[config.mk]
export PLATFORM = sky130hd
export DESIGN_NAME = fb_pixel_fetch
export DESIGN_NICKNAME = d
export VERILOG_FILES = /design/src/rtl/fb_pixel_fetch.sv
export SDC_FILE = /design/constraint.sdc
export NUM_CORES = 1
export LEC_CHECK = 0
export CORE_MARGIN = 2
export CORE_UTILIZATION = 40
export CTS_CLUSTER_SIZE = 12
export DETAILED_ROUTE_END_ITERATION = 12
export REMOVE_ABC_BUFFERS = 1
export SYNTH_ARGS = -nofsm -noshare
export SYNTH_HDL_FRONTEND = slang
export SYNTH_SLANG_ARGS = --single-unit
[constraint.sdc]
create_clock -name clk -period 8.3 [get_ports clk]
set_clock_uncertainty 0.2 [all_clocks]
set_input_delay 2.075 -clock clk [delete_from_list [all_inputs] [get_ports clk]]
set_output_delay 2.075 -clock clk [all_outputs]
set_load 0.005 [all_outputs]
[src/rtl/fb_pixel_fetch.sv]
// Framebuffer scan-out fetch: streams sequential words into a 2-word prefetch buffer and unpacks them LSB-first into pixels.
// Pixel response is registered one cycle after pix_req; there is no backpressure, and an empty buffer yields pixel 0 plus a sticky underflow.
module fb_pixel_fetch #(
    parameter logic [31:0] BASE_ADDR = 32'h0000_0000,
    parameter int          PIX_BITS  = 1,
    parameter int          H_ACTIVE  = 640,
    parameter int          V_ACTIVE  = 480
) (
    input  logic                clk,
    input  logic                reset,
    input  logic                frame_start,
    input  logic                pix_req,
    output logic [31:0]         vaddr,
    input  logic [31:0]         vdata,
    output logic                vrd,
    output logic [PIX_BITS-1:0] pixel,
    output logic                pix_valid,
    output logic                ready,
    output logic                underflow,
    output logic                frame_done
);

    localparam int PPW   = 32 / PIX_BITS;
    localparam int WORDS = H_ACTIVE * V_ACTIVE * PIX_BITS / 32;
    localparam int WCW   = $clog2(WORDS + 1);
    localparam int IW    = $clog2(PPW);
    localparam logic [WCW-1:0] WORDS_W  = WCW'(WORDS);
    localparam logic [IW-1:0]  LAST_IDX = IW'(PPW - 1);

    typedef enum logic [1:0] {IDLE, PRIME, RUN, DONE} state_t;

    state_t         state, state_nxt;
    logic [31:0]    word0, word1;
    logic [1:0]     cnt;
    logic           inflight;
    logic [WCW-1:0] issued;
    logic [IW-1:0]  pix_idx;

    logic          active, words_left, push, serve, consume, pop, done_cond, underflow_set;
    logic [31:0]   shamt;
    logic [PIX_BITS-1:0] cur_pix;

    assign active     = (state == PRIME) || (state == RUN);
    assign words_left = (issued != WORDS_W);

    // frame_start suppresses new reads so nothing issued before the restart can land afterwards
    assign vrd = active && !frame_start && !inflight && (cnt != 2'd2) && words_left;

    // A return coinciding with frame_start belongs to the aborted frame and is dropped
    assign push    = active && inflight && !frame_start;
    assign serve   = pix_req && !frame_start;
    assign consume = serve && active && (cnt != 2'd0);
    assign pop     = consume && (pix_idx == LAST_IDX);

    // Once every word is fetched and drained, a stray request is end-of-frame, not underflow
    assign underflow_set = serve && active && (cnt == 2'd0) && (words_left || inflight);
    assign done_cond     = (state == RUN) && !words_left && !inflight && (cnt == 2'd0);

    assign shamt   = 32'(pix_idx) * 32'(PIX_BITS);
    assign cur_pix = PIX_BITS'(word0 >> shamt);

    assign ready      = (cnt != 2'd0);
    assign frame_done = (state == DONE);

    always_comb begin
        state_nxt = state;
        case (state)
            PRIME:   if (push) state_nxt = RUN;
            RUN:     if (done_cond) state_nxt = DONE;
            default: state_nxt = state;
        endcase
        if (frame_start) state_nxt = PRIME;
    end

    always_ff @(posedge clk) begin
        if (reset) begin
            state     <= IDLE;
            vaddr     <= BASE_ADDR;
            word0     <= '0;
            word1     <= '0;
            cnt       <= 2'd0;
            inflight  <= 1'b0;
            issued    <= '0;
            pix_idx   <= '0;
            pixel     <= '0;
            pix_valid <= 1'b0;
            underflow <= 1'b0;
        end else begin
            state    <= state_nxt;
            inflight <= vrd;
            if (frame_start) begin
                vaddr     <= BASE_ADDR;
                cnt       <= 2'd0;
                issued    <= '0;
                pix_idx   <= '0;
                pixel     <= '0;
                pix_valid <= 1'b0;
                underflow <= 1'b0;
            end else begin
                if (vrd) begin
                    vaddr  <= vaddr + 32'd4;
                    issued <= issued + WCW'(1);
                end

                case ({push, pop})
                    2'b10: begin
                        if (cnt == 2'd0) word0 <= vdata;
                        else             word1 <= vdata;
                        cnt <= cnt + 2'd1;
                    end
                    2'b01: begin
                        word0 <= word1;
                        cnt   <= cnt - 2'd1;
                    end
                    2'b11: begin
                        if (cnt == 2'd1) begin
                            word0 <= vdata;
                        end else begin
                            word0 <= word1;
                            word1 <= vdata;
                        end
                    end
                    default: ;
                endcase

                pix_valid <= serve;
                pixel     <= consume ? cur_pix : '0;
                if (consume)       pix_idx   <= pix_idx + IW'(1);
                if (underflow_set) underflow <= 1'b1;
            end
        end
    end

endmodule

==> key figures, run 1 <==
Worst setup path
  – WS Path Type: input pin to output port
  – CP Capture Type: output port
  – Critical Path Source Type: input pin
  – Critical Path AT: 4.04 ns
  – Crit-path max FO: 12
  – Required time worst endpoint: 6.03 ns

Layout
  – Share of cells above drive strength 1: 7.33%
  – P&R area growth vs syn: 24.2%
  – Multi-input logic area: 2910 sq um
  – Sequential cell area: 2420 sq um
  – Fill count: 1,361
  – Most common cell after layout, fill and taps aside: dfxtp_1
  – Fin nets: 761
  – Antenna Diode Count: 0
  – Most frequent cells in the layout: dfxtp_1, nand2_1, nor2_1, clkdlybuf4s50_1, a21oi_1
  – Post-layout util: 50.4%
  – Non-Filler Instances: 903

Outcome
  – Status: finished clean

Placement
  – I/O Buffers: 71
  – Final HPWL DP: 8.65 mm
  – Placer congestion estimate: 0.789
  – Post-Place Cells: 871

GRT
  – Largest net degree at the start of global routing: 71
  – Vias in the first global route: 4,516
  – First-pass GRT wire length: 21.5 mm
  – Total GRT Usage: 18.4%
  – Initial antenna violation count: 0
  – GRT overflow: 0

Die
  – I/O pins: 74
  – Die Span Y: 122 um
  – Chip width: 122 um
  – Initial Util: 40.6%
  – Die ar.: 14,900 sq um
  – Core area: 13,800 sq um
  – Row Count: 43

Clock network
  – Clk Latency, worst-skew pair: 0.41 ns
  – Hold-fix buffers, CTS: 0
  – Post-CTS Setup Bufs: 0
  – H-tree depth: 4
  – CTS tree: built
  – Clk slew on worst S/H paths: 0.05 ns
  – Clock Tree Buf Depth: 2
  – Num CTS Buffers: 17
  – # clock sinks: 121
  – CTS resizes: 0
  – Root Buffer: clkbuf_16

Synthesis
  – Top FF cell, synth: dfxtp_1
  – Number of flops mapped to enable cells by yosys: 0
  – Async S/R FF share, synth: 0%
  – Mapped Area: 5590 sq um
  – Yosys warns: 0
  – Register area share after synthesis: 43.3%
  – Distinct cells, synth: 55
  – Top cell type by total area after synthesis: dfxtp_1
  – Largest cells by area after synthesis: dfxtp_1, nand2_1, a21oi_1
  – Cells after Synth: 657
  – Top cell type's share of synthesized area: 43.3%
  – Syn_area_per_cell: 8.51 sq um
  – Flops & latches, synth: 121

STA
  – Final Max Slew Viols: 0
  – Final Setup Violations: 0
  – RSZ-0062 raised after global routing: no
  – Fmax: 158 MHz
  – Slew HR: 19.2%
  – Worst hold slack: 0.251 ns
  – Final hold violations: 0
  – Setup TNS: 0 ns
  – Worst slew pin tran: 1.21 ns
  – Tmin final: 6.32 ns
  – Final period util: 76.1%

Pwr
  – Int Power: 1.06 mW
  – Peak supply drop: 0.000145 V
  – Total power draw: 1.34 mW
  – Clock power share: 52.2%
  – Sw Share: 20.9%
  – Combinational share of power: 4.0%
  – Power per cell area: 192 nW/um^2
  – Sw Pwr: 0.279 mW
  – Sequential power share: 43.8%
  – Lkg Pwr: 2.27 nW

Route
  – Drt first pass iters: 5
  – WL/cell: 14.4 um
  – Vias post-DR: 4,805
  – DRT iter0 DRCs: 303
  – DRC: 0
  – Final antenna-violating net count: 0
  – Routed vias/inst: 5.32
  – Final Routed Wirelength: 13.0 mm

Min path
  – Hold Crit Class: register to register

Job
  – Max-Cap Viols: 0
routing by layer:
layer / routed length, um / vias up / track usage, %
met1: 5780 / 2242 / 21.2
met3: 534 / 7 / 4.51
met5: 0 / - / 0
li1: - / 2462 / -
met4: 136 / 0 / 10.5
met2: 6520 / 94 / 31.2
critical path, stage by stage:
cell	delay (ns)
clkdlybuf4s50_1	0.62
nor4_2	0.33
buf_4	0.23
nand2_1	0.18
inv_1	0.11
clkdlybuf4s50_1	0.50
area by class of cell:
cell class | instances | share of cell area, %
tap | 180 | 3.24
multi-input combinational | 474 | 41.8
sequential | 121 | 34.9
inverter | 19 | 1.03
clock inverter | 8 | 0.973
clock buffer | 24 | 7.22
timing repair buffer | 77 | 10.8
power by group through the flow:
stage,clock (mW),combinational [mW],sequential [mW]
after global placement,0,0.0526,0.598
after detailed placement,0,0.0533,0.598
after CTS,0.714,0.0535,0.585
after floorplan,0,0.0200,0.597
after global routing,0.744,0.0581,0.585
final,0.698,0.0531,0.586
Yosys cell counts, types with 2 or more instances:
library cell / count
a41o_1: 2
o21ai_0: 12
a31oi_1: 2
or3_1: 12
a2111oi_0: 2
ha_1: 15
and3_1: 8
nor4_1: 6
mux4_2: 6
nor3_1: 7
o21a_1: 2
buf_6: 2
a21oi_1: 57
o211ai_1: 3
nand2_1: 93
clkbuf_1: 28
nand4_1: 13
dfxtp_1: 121
and4_1: 3
buf_1: 5
and2_1: 7
o311ai_0: 2
o31ai_1: 6
xor2_1: 9
xnor2_1: 12
o41ai_1: 3
a22oi_1: 32
inv_1: 19
nor2_1: 72
a31o_2: 2
buf_4: 6
nor2b_1: 2
or4_1: 6
nand3_1: 17
mux2i_1: 7
a211oi_1: 35
buf_2: 3
flip-flops by register name, summed over array words and instances, names as in the netlist:
name and cells:
state 2, word1 32, cnt 2, word0 32
underflow 1, pixel 1, pix_idx 5, vaddr 30
inflight 1, issued 14, pix_valid 1
cell families after synthesis:
| group | share of synthesized area (%) |
|---|---|
| compound gates | 19.3 |
| xor+xnor | 3.29 |
| fa+ha+maj | 3.35 |
| buf+inv | 4.97 |
| flops | 43.3 |
| mux | 3.67 |
| other cells | 0.0670 |
| simple gates | 22.0 |
final timing paths:
path                                   from   endpoint  slack [ns]  cells past startpoint
worst max-delay path            frame_start        vrd        1.98                      6
worst min-delay path              word1[15]  word1[15]        0.25                      2
worst max register to register     state[0]  word1[29]        4.48                     10
worst min register to register    word1[15]  word1[15]        0.25                      2
metrics by stage:
stage               area [sq um]  worst slack (ns)
finish                      6950              1.98
floorplan                   5390              1.37
detailed placement          6380              1.98
CTS                         6950              1.98
global placement            6380              2.05
global route                6950              1.86
Power figures use the tool's default switching activity.
==> run 2, diff against run 1 <==
clock period = 6.2 ns   (was 8.3 ns; I/O delays follow)
==> key figures, run 2 (synthesis results as in run 1) <==
Outcome
  – Status: finished clean

Layout
  – Most common cell after layout, fill and taps aside: dfxtp_1
  – P&R area growth vs syn: 23.1%
  – Share of cells above drive strength 1: 6.66% (-0.67 points)
  – Largest registers: word0 x32, word1 x32, vaddr x30
  – Antenna Diode Count: 0 (unchanged)
  – Design area: 6890 sq um (-0.81%)
  – Most frequent cells in the layout: dfxtp_1, nand2_1, nor2_1, clkdlybuf4s50_1, a21oi_1
  – Fin nets: 762 (+0.13%)
  – Fill count: 1,375 (+1.0%)

Placement
  – I/O Buffers: 71 (unchanged)
  – Placer congestion estimate: 0.812 (+3.0%)
  – Area after DPL: 6380 sq um (+0.12%)
  – Final HPWL DP: 8.54 mm (-1.3%)

Route
  – Metal2 WL: 6.21 mm (-4.8%)
  – Drt first pass iters: 5 (unchanged)
  – Final Routed Wirelength: 12.9 mm (-0.27%)
  – M1 wire length: 5.86 mm (+1.4%)
  – WL/cell: 14.4 um (about the same)
  – DRT iter0 DRCs: 263 (-13%)
  – Final antenna-violating net count: 0 (unchanged)
  – Vias post-DR: 4,877 (+1.5%)
  – Highest routed layer: met4
  – DRC: 0 (unchanged)
  – Met3 Routed Length: 631 um (+18%)
  – Routed vias/inst: 5.41 (+1.7%)

Clock network
  – CTS resizes: 0 (unchanged)
  – H-tree depth: 4 (unchanged)
  – Hold-fix buffers, CTS: 0 (unchanged)
  – Root Buffer: clkbuf_16
  – # clock sinks: 121 (unchanged)
  – CTS tree: built
  – Post-CTS Setup Bufs: 0 (unchanged)
  – Clk slew on worst S/H paths: 0.05 ns (about the same)
  – Clk Latency, worst-skew pair: 0.41 ns (about the same)
  – Clock Tree Buf Depth: 2 (unchanged)
  – Num CTS Buffers: 17 (unchanged)

Pwr
  – Peak supply drop: 0.000167 V (+16%)
  – Total power draw: 1.71 mW (+28%)
  – Power per cell area: 248 nW/um^2 (+29%)
  – Lkg Pwr: 2.25 nW (-1.2%)

Min path
  – Hold Crit Class: register to register

Die
  – Core area: 13,800 sq um (unchanged)
  – I/O pins: 74 (unchanged)
  – Die ar.: 14,900 sq um (unchanged)
  – Chip width: 122 um (unchanged)
  – Die Span Y: 122 um (unchanged)
  – Row Count: 43 (unchanged)
  – Initial Util: 40.6% (unchanged)

Worst setup path
  – CP Capture Type: output port
  – Crit-path max FO: 12 (unchanged)
  – Critical Path AT: 3.53 ns (-0.51 ns)
  – WS Path Type: input pin to output port
  – Required time worst endpoint: 4.45 ns (-1.58 ns)
  – Critical Path Source Type: input pin

STA
  – Worst slew pin tran: 1.06 ns (-0.152 ns)
  – Slew HR: 29.3% (+10 points)
  – Fmax: 189 MHz
  – Worst hold slack: 0.251 ns (+0.000296 ns)
  – RSZ-0062 raised after global routing: no
  – Final Setup Violations: 0 (unchanged)
  – Final Max Slew Viols: 0 (unchanged)
  – Tmin final: 5.28 ns
  – Final hold violations: 0 (unchanged)
  – Final period util: 85.2%

GRT
  – GRT overflow: 0 (unchanged)
  – First-pass GRT wire length: 21.8 mm (+1.5%)
  – Total GRT Usage: 18.4% (-0.068 points)
  – Vias in the first global route: 4,528 (+0.27%)
  – Largest net degree at the start of global routing: 71 (unchanged)
  – Initial antenna violation count: 0 (unchanged)

Job
  – Max-Cap Viols: 0 (unchanged)
[run 2: changes by cell type in the layout (fill, tap and decap cells not counted)]
cell / change
clkinv_2: -2
buf_4: +1
bufinv_16: -1
clkbuf_1: +3
clkbuf_8: -2
clkinvlp_4: -1
[run 2: cell type report]
type / instances / area [sq um] / share of cell area [%]
clock buffers: 25 / 485 / 7.05
clock inverters: 4 / 20.0 / 0.291
inverters: 19 / 71.3 / 1.04
multi-input cells: 474 / 2910 / 42.2
flip-flops and latches: 121 / 2420 / 35.2
well taps: 180 / 225 / 3.27
repair buffers: 78 / 758 / 11.0
[run 2: path summary, 6_finish.rpt]
path	from	end	slack (ns)	cells past startpoint
worst max-delay path	frame_start	vrd	0.92	6
worst min register to register	word1[23]	word1[23]	0.25	2
worst min-delay path	word1[23]	word1[23]	0.25	2
worst max register to register	state[0]	word0[0]	2.44	9
[run 2: stage by stage]
stage	setup TNS (ns)	util, %	worst slack (ns)	instances
CTS	0	50.0	0.930	901
detailed placement	0	46.3	0.934	872
global route	0	50.0	0.803	901
floorplan	-6.58	-	-0.206	614
global placement	0	46.3	0.997	872
finish	0	50.0	0.920	901
[run 2: power by group]
part	switching [mW]	internal, mW	leakage [nW]	total (mW)
combinational	0.0356	0.0352	1.02	0.0708
clock	0.321	0.531	0.253	0.853
sequential	0.00264	0.782	0.975	0.784
[run 2: layer usage]
layer / GRT usage (%) / vias to the layer above
met1: 22.7 / 2278
li1: - / 2469
met5: 0 / -
met4: 6.90 / 0
met2: 30.5 / 117
met3: 5.20 / 13
[run 2: worst max-delay path, stage by stage]
cell and delay (ns):
clkdlybuf4s50_1 0.63, nor4_2 0.34, buf_4 0.22, nand2_1 0.17
inv_1 0.11, clkdlybuf4s50_1 0.50
